### config.mk
export PLATFORM = sky130hd
export DESIGN_NAME = convolution_hls_host
export DESIGN_NICKNAME = d
export VERILOG_FILES = /design/src/rtl/conv_host_pkg.sv /design/src/rtl/conv_host_sdp_ram.sv /design/src/rtl/convolution_hls_host.sv
export SDC_FILE = /design/constraint.sdc
export NUM_CORES = 2
export LEC_CHECK = 0
export BUFFER_PORTS_ARGS = -buffer_cell sky130_fd_sc_hd__buf_4
export CAP_MARGIN = 40
export CORE_ASPECT_RATIO = 0.8
export CORE_MARGIN = 4
export CORE_UTILIZATION = 45
export DETAILED_ROUTE_END_ITERATION = 10
export PLACE_DENSITY_LB_ADDON = 0.08
export SLEW_MARGIN = 20
export SYNTH_ARGS = -nofsm -noshare
export SYNTH_HDL_FRONTEND = slang
export SYNTH_MEMORY_MAX_BITS = 65536
export SYNTH_SLANG_ARGS = --single-unit
### constraint.sdc
create_clock -name ap_clk -period 6.03 [get_ports ap_clk]
set_clock_uncertainty 0.05 [all_clocks]
set_input_delay 0.3015 -clock ap_clk [delete_from_list [all_inputs] [get_ports ap_clk]]
set_output_delay 0.3015 -clock ap_clk [all_outputs]
set_load 0.01 [all_outputs]
### src/rtl/conv_host_pkg.sv
// Shared types and default widths for the convolution HLS host block.
package conv_host_pkg;

   typedef enum logic [1:0] {IDLE, START, WAIT, DONE} state_t;

   localparam int CH_DW          = 32;
   localparam int CH_IMG_AW      = 6;
   localparam int CH_KER_AW      = 2;
   localparam int CH_OUT_AW      = 6;
   localparam int CH_TIMEOUT_CYC = 4096;

   localparam logic LD_SEL_IMG = 1'b0;
   localparam logic LD_SEL_KER = 1'b1;

endpackage

### src/rtl/conv_host_sdp_ram.sv
// Simple dual-port RAM: one write port, one registered read port with enable.
// Read-first: a read and write to the same address in one cycle return the old word.
module conv_host_sdp_ram
   import conv_host_pkg::*;
#(
   parameter int DW = CH_DW,
   parameter int AW = CH_IMG_AW
)(
   input  logic          i_clk,
   input  logic          i_srst,
   input  logic          i_we,
   input  logic [AW-1:0] i_waddr,
   input  logic [DW-1:0] i_wdata,
   input  logic          i_re,
   input  logic [AW-1:0] i_raddr,
   output logic [DW-1:0] o_rdata
);

   logic [DW-1:0] r_mem [2**AW];
   logic [DW-1:0] r_rdata;

   always_ff @(posedge i_clk) begin
      if (i_we) begin
         r_mem[i_waddr] <= i_wdata;
      end
   end

   // Only the output register is reset; array contents survive reset.
   always_ff @(posedge i_clk) begin
      if (i_srst) begin
         r_rdata <= '0;
      end else if (i_re) begin
         r_rdata <= r_mem[i_raddr];
      end
   end

   assign o_rdata = r_rdata;

endmodule

### src/rtl/convolution_hls_host.sv
// Host side of the HLS convolution core: ap_ctrl_hs sequencing plus ap_memory responders.
// Define CONV_HOST_TIMEOUT_EN to enable the TIMEOUT_CYC watchdog (err output).
module convolution_hls_host
   import conv_host_pkg::*;
#(
   parameter int DW          = CH_DW,
   parameter int IMG_AW      = CH_IMG_AW,
   parameter int KER_AW      = CH_KER_AW,
   parameter int OUT_AW      = CH_OUT_AW,
   parameter int TIMEOUT_CYC = CH_TIMEOUT_CYC
)(
   input  logic              ap_clk,
   input  logic              ap_rst,
   input  logic              run,
   output logic              busy,
   output logic              done,
   output logic              err,
   output logic [31:0]       run_cycles,
   output logic [OUT_AW:0]   wr_count,
   input  logic              ld_we,
   input  logic              ld_sel,
   input  logic [IMG_AW-1:0] ld_addr,
   input  logic [DW-1:0]     ld_data,
   input  logic [OUT_AW-1:0] rd_addr,
   output logic [DW-1:0]     rd_data,
   output logic              ap_start,
   input  logic              ap_done,
   input  logic              ap_idle,
   input  logic              ap_ready,
   input  logic              img_ce0,
   input  logic [IMG_AW-1:0] img_address0,
   output logic [DW-1:0]     img_q0,
   input  logic              kernel_ce0,
   input  logic [KER_AW-1:0] kernel_address0,
   output logic [DW-1:0]     kernel_q0,
   input  logic              output_r_ce0,
   input  logic              output_r_we0,
   input  logic [OUT_AW-1:0] output_r_address0,
   input  logic [DW-1:0]     output_r_d0
);

   localparam logic [OUT_AW:0] WR_MAX = {1'b1, {OUT_AW{1'b0}}};
   localparam logic [OUT_AW:0] WR_ONE = {{OUT_AW{1'b0}}, 1'b1};

   state_t            r_state;
   logic              r_ap_start;
   logic              r_busy;
   logic              r_done;
   logic              r_err;
   logic [31:0]       r_cyc_cnt;
   logic [31:0]       r_run_cycles;
   logic [OUT_AW:0]   r_wr_cnt;
   logic [OUT_AW:0]   r_wr_count;

   logic              w_core_wr;
   logic              w_ld_ok;
   logic              w_img_we;
   logic              w_ker_we;
   logic              w_timeout;
   logic              w_done_ok;
   logic [31:0]       w_cyc_next;
   logic [OUT_AW:0]   w_wr_next;
   logic              w_unused;

   assign w_core_wr  = output_r_ce0 & output_r_we0;
   assign w_ld_ok    = ld_we & ~r_busy;
   assign w_img_we   = w_ld_ok & (ld_sel == LD_SEL_IMG);
   assign w_ker_we   = w_ld_ok & (ld_sel == LD_SEL_KER);
   assign w_cyc_next = r_cyc_cnt + 32'd1;
   assign w_wr_next  = (w_core_wr && (r_wr_cnt != WR_MAX)) ? r_wr_cnt + WR_ONE : r_wr_cnt;
   // A done in START only counts together with ready (handshake completed in one cycle).
   assign w_done_ok  = ap_done && ((r_state == WAIT) || ap_ready);

`ifdef CONV_HOST_TIMEOUT_EN
   assign w_timeout = (w_cyc_next >= 32'(TIMEOUT_CYC));
`else
   assign w_timeout = 1'b0;
`endif

   // ap_idle is observed by the integrator only; nothing here depends on it.
   assign w_unused = ^{ap_idle, (TIMEOUT_CYC != 0)};

   always_ff @(posedge ap_clk) begin
      if (ap_rst) begin
         r_state      <= IDLE;
         r_ap_start   <= 1'b0;
         r_busy       <= 1'b0;
         r_done       <= 1'b0;
         r_err        <= 1'b0;
         r_cyc_cnt    <= '0;
         r_wr_cnt     <= '0;
         r_run_cycles <= '0;
         r_wr_count   <= '0;
      end else begin
         r_done <= 1'b0;
         case (r_state)
            IDLE: begin
               if (run) begin
                  r_state    <= START;
                  r_ap_start <= 1'b1;
                  r_busy     <= 1'b1;
                  r_err      <= 1'b0;
                  r_cyc_cnt  <= '0;
                  r_wr_cnt   <= '0;
               end
            end
            START, WAIT: begin
               r_cyc_cnt <= w_cyc_next;
               r_wr_cnt  <= w_wr_next;
               if (w_done_ok || w_timeout) begin
                  r_state      <= DONE;
                  r_ap_start   <= 1'b0;
                  r_busy       <= 1'b0;
                  r_done       <= 1'b1;
                  r_err        <= ~w_done_ok;
                  r_run_cycles <= w_cyc_next;
                  r_wr_count   <= w_wr_next;
               end else if ((r_state == START) && ap_ready) begin
                  r_state    <= WAIT;
                  r_ap_start <= 1'b0;
               end
            end
            DONE: r_state <= IDLE;
            default: r_state <= IDLE;
         endcase
      end
   end

   assign ap_start   = r_ap_start;
   assign busy       = r_busy;
   assign done       = r_done;
   assign err        = r_err;
   assign run_cycles = r_run_cycles;
   assign wr_count   = r_wr_count;

   conv_host_sdp_ram #(.DW(DW), .AW(IMG_AW)) u_img_ram (
      .i_clk   (ap_clk),
      .i_srst  (ap_rst),
      .i_we    (w_img_we),
      .i_waddr (ld_addr),
      .i_wdata (ld_data),
      .i_re    (img_ce0),
      .i_raddr (img_address0),
      .o_rdata (img_q0)
   );

   conv_host_sdp_ram #(.DW(DW), .AW(KER_AW)) u_ker_ram (
      .i_clk   (ap_clk),
      .i_srst  (ap_rst),
      .i_we    (w_ker_we),
      .i_waddr (ld_addr[KER_AW-1:0]),
      .i_wdata (ld_data),
      .i_re    (kernel_ce0),
      .i_raddr (kernel_address0),
      .o_rdata (kernel_q0)
   );

   conv_host_sdp_ram #(.DW(DW), .AW(OUT_AW)) u_out_ram (
      .i_clk   (ap_clk),
      .i_srst  (ap_rst),
      .i_we    (w_core_wr),
      .i_waddr (output_r_address0),
      .i_wdata (output_r_d0),
      .i_re    (1'b1),
      .i_raddr (rd_addr),
      .o_rdata (rd_data)
   );

endmodule

After elaboration in Yosys (flattened, before gate mapping)
Memory sizes are Yosys's and may differ from the RTL's. A register that Yosys moved wholly into a read port is not among the register bits.
Index checks and enable logic that the tools add are counted.
{"block": "word_totals", "output_inout_bits": 139, "wordCells": 67, "n_memories": 3, "mem_bits_rw": 4224, "in_bits": 102, "reg_bits": 84}
{"block": "op_classes", "n_mux": 25, "eq_ne": 7, "n_reduce_logical": 13, "n_bitwise": 8, "addsub": 2}
{"memory": "u_img_ram.r_mem", "words": 64, "word_bits": 32, "read_ports": 1, "rd_clocked_by_memory_dff": 1, "write_ports": 1, "line": "conv_host_sdp_ram.sv:19", "text": "logic [DW-1:0] r_mem [2**AW];"}
{"memory": "u_out_ram.r_mem", "words": 64, "word_bits": 32, "read_ports": 1, "rd_clocked_by_memory_dff": 1, "write_ports": 1, "line": "conv_host_sdp_ram.sv:19"}
{"memory": "u_ker_ram.r_mem", "words": 4, "word_bits": 32, "read_ports": 1, "rd_clocked_by_memory_dff": 1, "write_ports": 1, "line": "conv_host_sdp_ram.sv:19"}
{"operator": "$pmux 32 s2", "n": 1}
{"operator": "$add 32x1->32 const B", "n": 1}
{"operator": "$mux 32", "n": 1}
{"operator": "$mux 7", "n": 2}
{"operator": "$pmux 7 s2", "n": 1}
{"operator": "$mux 1", "n": 13}
{"operator": "$add 7x1->7 const B", "n": 1}
{"operator": "$ne 7x7->1 const B", "n": 1}
{"operator": "$mux 2", "n": 3}
{"operator": "$pmux 1 s2", "n": 3}
{"operator": "$pmux 2 s3", "n": 1}
{"operator": "$reduce_and 2->1", "n": 3}
{"operator": "$reduce_and 3->1", "n": 2}
{"operator": "$and 1x1->1", "n": 4}
{"operator": "$eq 2x2->1 const B", "n": 2}
{"operator": "$ne 2x2->1 const B", "n": 2}
{"operator": "$not 1->1", "n": 4}
{"operator": "$reduce_or 2->1", "n": 2}
{"operator": "$logic_and 1x1->1", "n": 3}
{"operator": "$ne 3x3->1 const B", "n": 1}
{"operator": "$eq 2x1->1 const B", "n": 1}
{"operator": "$logic_not 2->1", "n": 1}
{"operator": "$reduce_bool 2->1", "n": 1}
{"operator": "$logic_or 1x1->1", "n": 1}

Longest topological paths before layout
{"block": "logic_depth", "depth_word": 6, "ltp_mapped": 11}

Modules after synthesis
From an unflattened synthesis, not the netlist that was laid out.
{"block": "hier_totals", "cells_unflattened": 8218, "area_unflattened_um2": 169219.8}
{"mod": "conv_host_sdp_ram (u_img_ram ...)", "instances": 2, "cells_each": 3710, "area_per_inst_um2": 79590.1, "seq_area_each_um2": 62139.6}
{"mod": "conv_host_sdp_ram (u_ker_ram)", "instances": 1, "cells_each": 315, "area_per_inst_um2": 6039.5, "seq_area_each_um2": 4484.3}
{"mod": "convolution_hls_host", "instances": 1, "cells_each": 483, "area_per_inst_um2": 4000.1, "seq_area_each_um2": 1681.6}

Worst setup path before layout
No wires, ideal clock.
{"block": "synth_timing", "path_type": "input to register", "startpoint": "input output_r_address0[4]", "endpoint": "memory u_out_ram.r_mem[32][0] (netlist name) (enable)", "cell_stages": 4, "required_time_ps": 5479, "path_buffers": 2, "slack_ps": 1113, "setup_ps": 501, "arrival_time_ps": 4366, "path_cell_list": "clkbuf_1 or4b_2 clkbuf_1 nor4_1"}
{"element": "start: declaration", "line": "convolution_hls_host.sv:38", "text": "input logic [OUT_AW-1:0] output_r_address0,"}
{"element": "end: declaration", "line": "conv_host_sdp_ram.sv:19"}
No word-level cell before the write port.

==> flow_metrics.py <==
metrics = {
    "logic_synthesis": {
        "synth_area_mm2": 0.168,
        "ys.flop_type": "edfxtp_1",
        "yosys_warnings": 0,
        "synth_edf_count": 4224,
        "synth_top_area_share_pct": 75.3,
        "netlist_top_cells_count": "edfxtp_1, mux4_2, nor2_1, mux2i_1, clkbuf_1",
        "ys_ff_latch": 4404,
        "synth.area.top_cells": "edfxtp_1, mux4_2, dfxtp_1",
        "yosysMostFrequentCell": "edfxtp_1",
        "synthesis.nets": 7791,
        "synth_seq_area_share_pct": 77.5,
        "synth_cell_type_count": 75,
        "async_flop_share_pct": 0,
        "syn_inst": 7682,
        "syn_avg_cell_area_um2": 21.9,
        "synth_top_cell_by_area": "edfxtp_1",
    },
    "floorplan": {
        "num_io_pins": 241,
        "num_rows": 200,
        "chipWidth_um": 692,
        "core-area_mm2": 0.372,
        "die-area_mm2": 0.384,
        "start_util_pct": 45.3,
        "die_h_um": 555,
    },
    "timing": {
        "period_minus_slack_ns": 3.57,
        "rsz0062_at_grt": "false",
        "slew_headroom_pct": 33.8,
        "hold_viol": 0,
        "timing.setup.tns_ns": 0,
        "final-setup-viol-count": 0,
        "report.final.slew_viol_count": 0,
        "timing.final.crit_share_pct": 59.2,
        "tightest_slew_ns": 0.992,
        "whs_ns": 0.0879,
        "fmax_mhz": 280,
    },
    "layout": {
        "final_util_pct": 52.4,
        "final_layout_size_suffix_gt1_share_pct": 29.1,
        "fin_area_mm2": 0.195,
        "multi_input_area_mm2": 0.0368,
        "register_area_mm2": 0.130,
        "syn2layout_area_growth_pct": 15.8,
        "nets": 8499,
        "nFillCells": 28900,
    },
    "clock_tree": {
        "cts_tree": "yes",
        "ctsLongestPathBuffers": 4,
        "cts.reportedPaths.clkPinSlew_ns": 0.06,
        "numCtsBuffers": 443,
        "cts_max_level": 5,
        "cts.sinks": 4404,
        "ctsRootBufferMaster": "clkbuf_16",
        "cts_setup_buffers": 0,
        "cts-resized-gates": 0,
        "worstSkewPairLatency_ns": 0.97,
    },
    "global_route": {
        "antenna_found_initial": 32,
        "grt.total_usage_pct": 24.4,
        "grt_max_degree": 104,
        "first_global_vias": 83100,
        "overflow": 0,
        "grt_pass1_wl_um": 659000,
    },
    "placement": {
        "io_buffers": 239,
        "hpwlAfterDp_um": 276000,
        "gp_congestion": 0.825,
        "place_area_mm2": 0.179,
    },
    "setup_path": {
        "worstReg2RegStart": "busy",
        "cp_max_fo": 68,
        "path_cells": "dlygate4sd3_1, buf_8, buf_4, nand2b_1, buf_4, o221ai_1, a211oi_1, dlygate4sd3_1, o21ai_1, dlygate4sd3_1",
        "path_common_cell": "dlygate4sd3_1",
        "slowest_stage": "dlygate4sd3_1",
        "cp.required_ns": 6.85,
        "r2r_cells": 6,
        "cp.arrival_ns": 4.39,
        "crit_path_start_kind": "input pin",
        "regToRegEndpoint": "u_img_ram.r_mem[3][21]",
        "rrSetupSlack_ns": 2.79,
        "crit_path_max_incr_delay_ns": 0.65,
        "crit_path_end_kind": "flip-flop",
        "crit_type": "input pin to flip-flop",
    },
    "power_and_ir_drop": {
        "leakagePower_nw": 61.5,
        "power_per_cell_area_mw_per_mm2": 334,
        "worst_ir_drop_vdd_mv": 0.263,
        "total_power_w": 0.0652,
    },
    "flow_run": {
        "maxCapViolCount": 0,
    },
    "route": {
        "vias": 84500,
        "drtIter0Drc": 10800,
        "drc": 0,
        "wl_per_cell_um": 34.6,
        "dr.pass1.iters": 5,
        "postRouteAntennaNets": 0,
        "finalWirelength_um": 476000,
        "vias_per_cell": 6.16,
    },
    "worst_hold_path": {
        "whs_endpoint": "u_ker_ram.r_mem[1][20]",
        "hold_depth": 2,
        "hold_path_class": "input pin to flip-flop",
        "hold_start": "ld_data[20]",
    },
    "outcome": {
        "status": "finished, final reports clean",
    },
}
[metrics by stage]
| stage | instances | worst slack (ns) |
|---|---|---|
| after global routing | 13700 | 2.40 |
| after detailed placement | 12700 | 2.27 |
| after global placement | 12700 | 2.15 |
| final | 13700 | 2.46 |
| after CTS | 13700 | 2.60 |
| after floorplan | 7682 | 1.11 |
[layout by cell type, fill, tap and decap left out, types with 14 or more instances in the layout]
| cell | instances |
|---|---|
| clkbuf_1 | 97 |
| xnor2_1 | 26 |
| o221ai_1 | 28 |
| dlygate4sd3_1 | 111 |
| a22o_1 | 18 |
| buf_12 | 44 |
| a21oi_1 | 101 |
| diode_2 | 21 |
| mux2i_1 | 267 |
| a211oi_1 | 55 |
| o22ai_1 | 70 |
| a22oi_1 | 92 |
| a31oi_1 | 16 |
| o211ai_1 | 28 |
| bufinv_16 | 43 |
| o21ai_1 | 14 |
| nor3_1 | 38 |
| nand3_1 | 78 |
| clkinv_2 | 76 |
| mux2_2 | 87 |
| nor2b_1 | 17 |
| nor2_4 | 128 |
| nor2_1 | 151 |
| nand2_1 | 186 |
| buf_16 | 46 |
| o21ai_0 | 46 |
| a221oi_1 | 43 |
| inv_1 | 15 |
| dfxtp_1 | 180 |
| clkinv_1 | 96 |
| buf_4 | 471 |
| and2_1 | 29 |
| clkbuf_16 | 453 |
| edfxtp_1 | 4224 |
| buf_8 | 15 |
| mux4_2 | 1064 |
| a2bb2oi_1 | 23 |
| nor4_1 | 17 |
[report_power, final]
group | switching (W) | internal, W
Clock | 0.0115 | 0.0157
Combinational | 0.00256 | 0.00151
Sequential | 0.000167 | 0.0338
Total | 0.0142 | 0.0510
[state kept, by name (all words and copies together) (netlist names)]
register           cells
ap_start               1
busy                   1
done                   1
err                    1
r_cyc_cnt             32
r_state                2
r_wr_cnt               7
run_cycles            32
u_img_ram.o_rdata     32
u_img_ram.r_mem     2048
u_ker_ram.o_rdata     32
u_ker_ram.r_mem      128
u_out_ram.o_rdata     32
u_out_ram.r_mem     2048
wr_count               7
[area by class of cell]
cell class / count / share of cell area, %
flip-flops and latches: 4404 / 66.9
well taps: 4949 / 3.18
diodes: 21 / 0.0269
clock buffers: 562 / 6.08
multi-input cells: 2814 / 18.9
repair buffers: 708 / 3.68
inverters: 19 / 0.0411
clock inverters: 252 / 1.24
[per-layer routing]
layer,vias up,track usage (%),routed length [um]
met1,46400,38.8,216000
met5,-,0,41
met3,539,5.17,43600
met4,6,4.98,9330
li1,33900,-,-
met2,3676,34.8,207000
[how the worst max path moves through the flow]
stage	from	to	slack [ns]	depth (start not counted)
after floorplan	output_r_address0[4]	u_out_ram.r_mem[32][0]	1.11	4
after global placement	img_address0[0]	u_img_ram.o_rdata[22]	2.15	6
after detailed placement	img_address0[0]	u_img_ram.o_rdata[2]	2.27	6
after CTS	img_address0[2]	u_img_ram.o_rdata[23]	2.60	8
after global routing	img_address0[2]	u_img_ram.o_rdata[23]	2.40	10
final	img_address0[2]	u_img_ram.o_rdata[23]	2.46	10
[worst max-delay path: cells and delay by family]
kind                   cells  cell delay (ns)
AO/OA/AOI/OAI              3             0.67
AND/OR/NAND/NOR            1             0.21
buffers and inverters      6             3.03
[cell families after synthesis]
kind of cell,synth area share (%)
buffers and inverters,1.33
flip-flops,77.5
AND/OR/NAND/NOR,2.04
AO/OA/AOI/OAI,2.55
XOR/XNOR,0.172
adder cells (fa/ha/maj),0.0520
multiplexers,16.4
[repair_timing]
| item | 4_1_cts | 5_1_grt |
|---|---|---|
| hold endpoints to repair | 4434 | 35 |
| hold buffers | 101 | 10 |
| endpoints found under the setup margin | 0 | 0 |
Power figures use the tool's default switching activity.
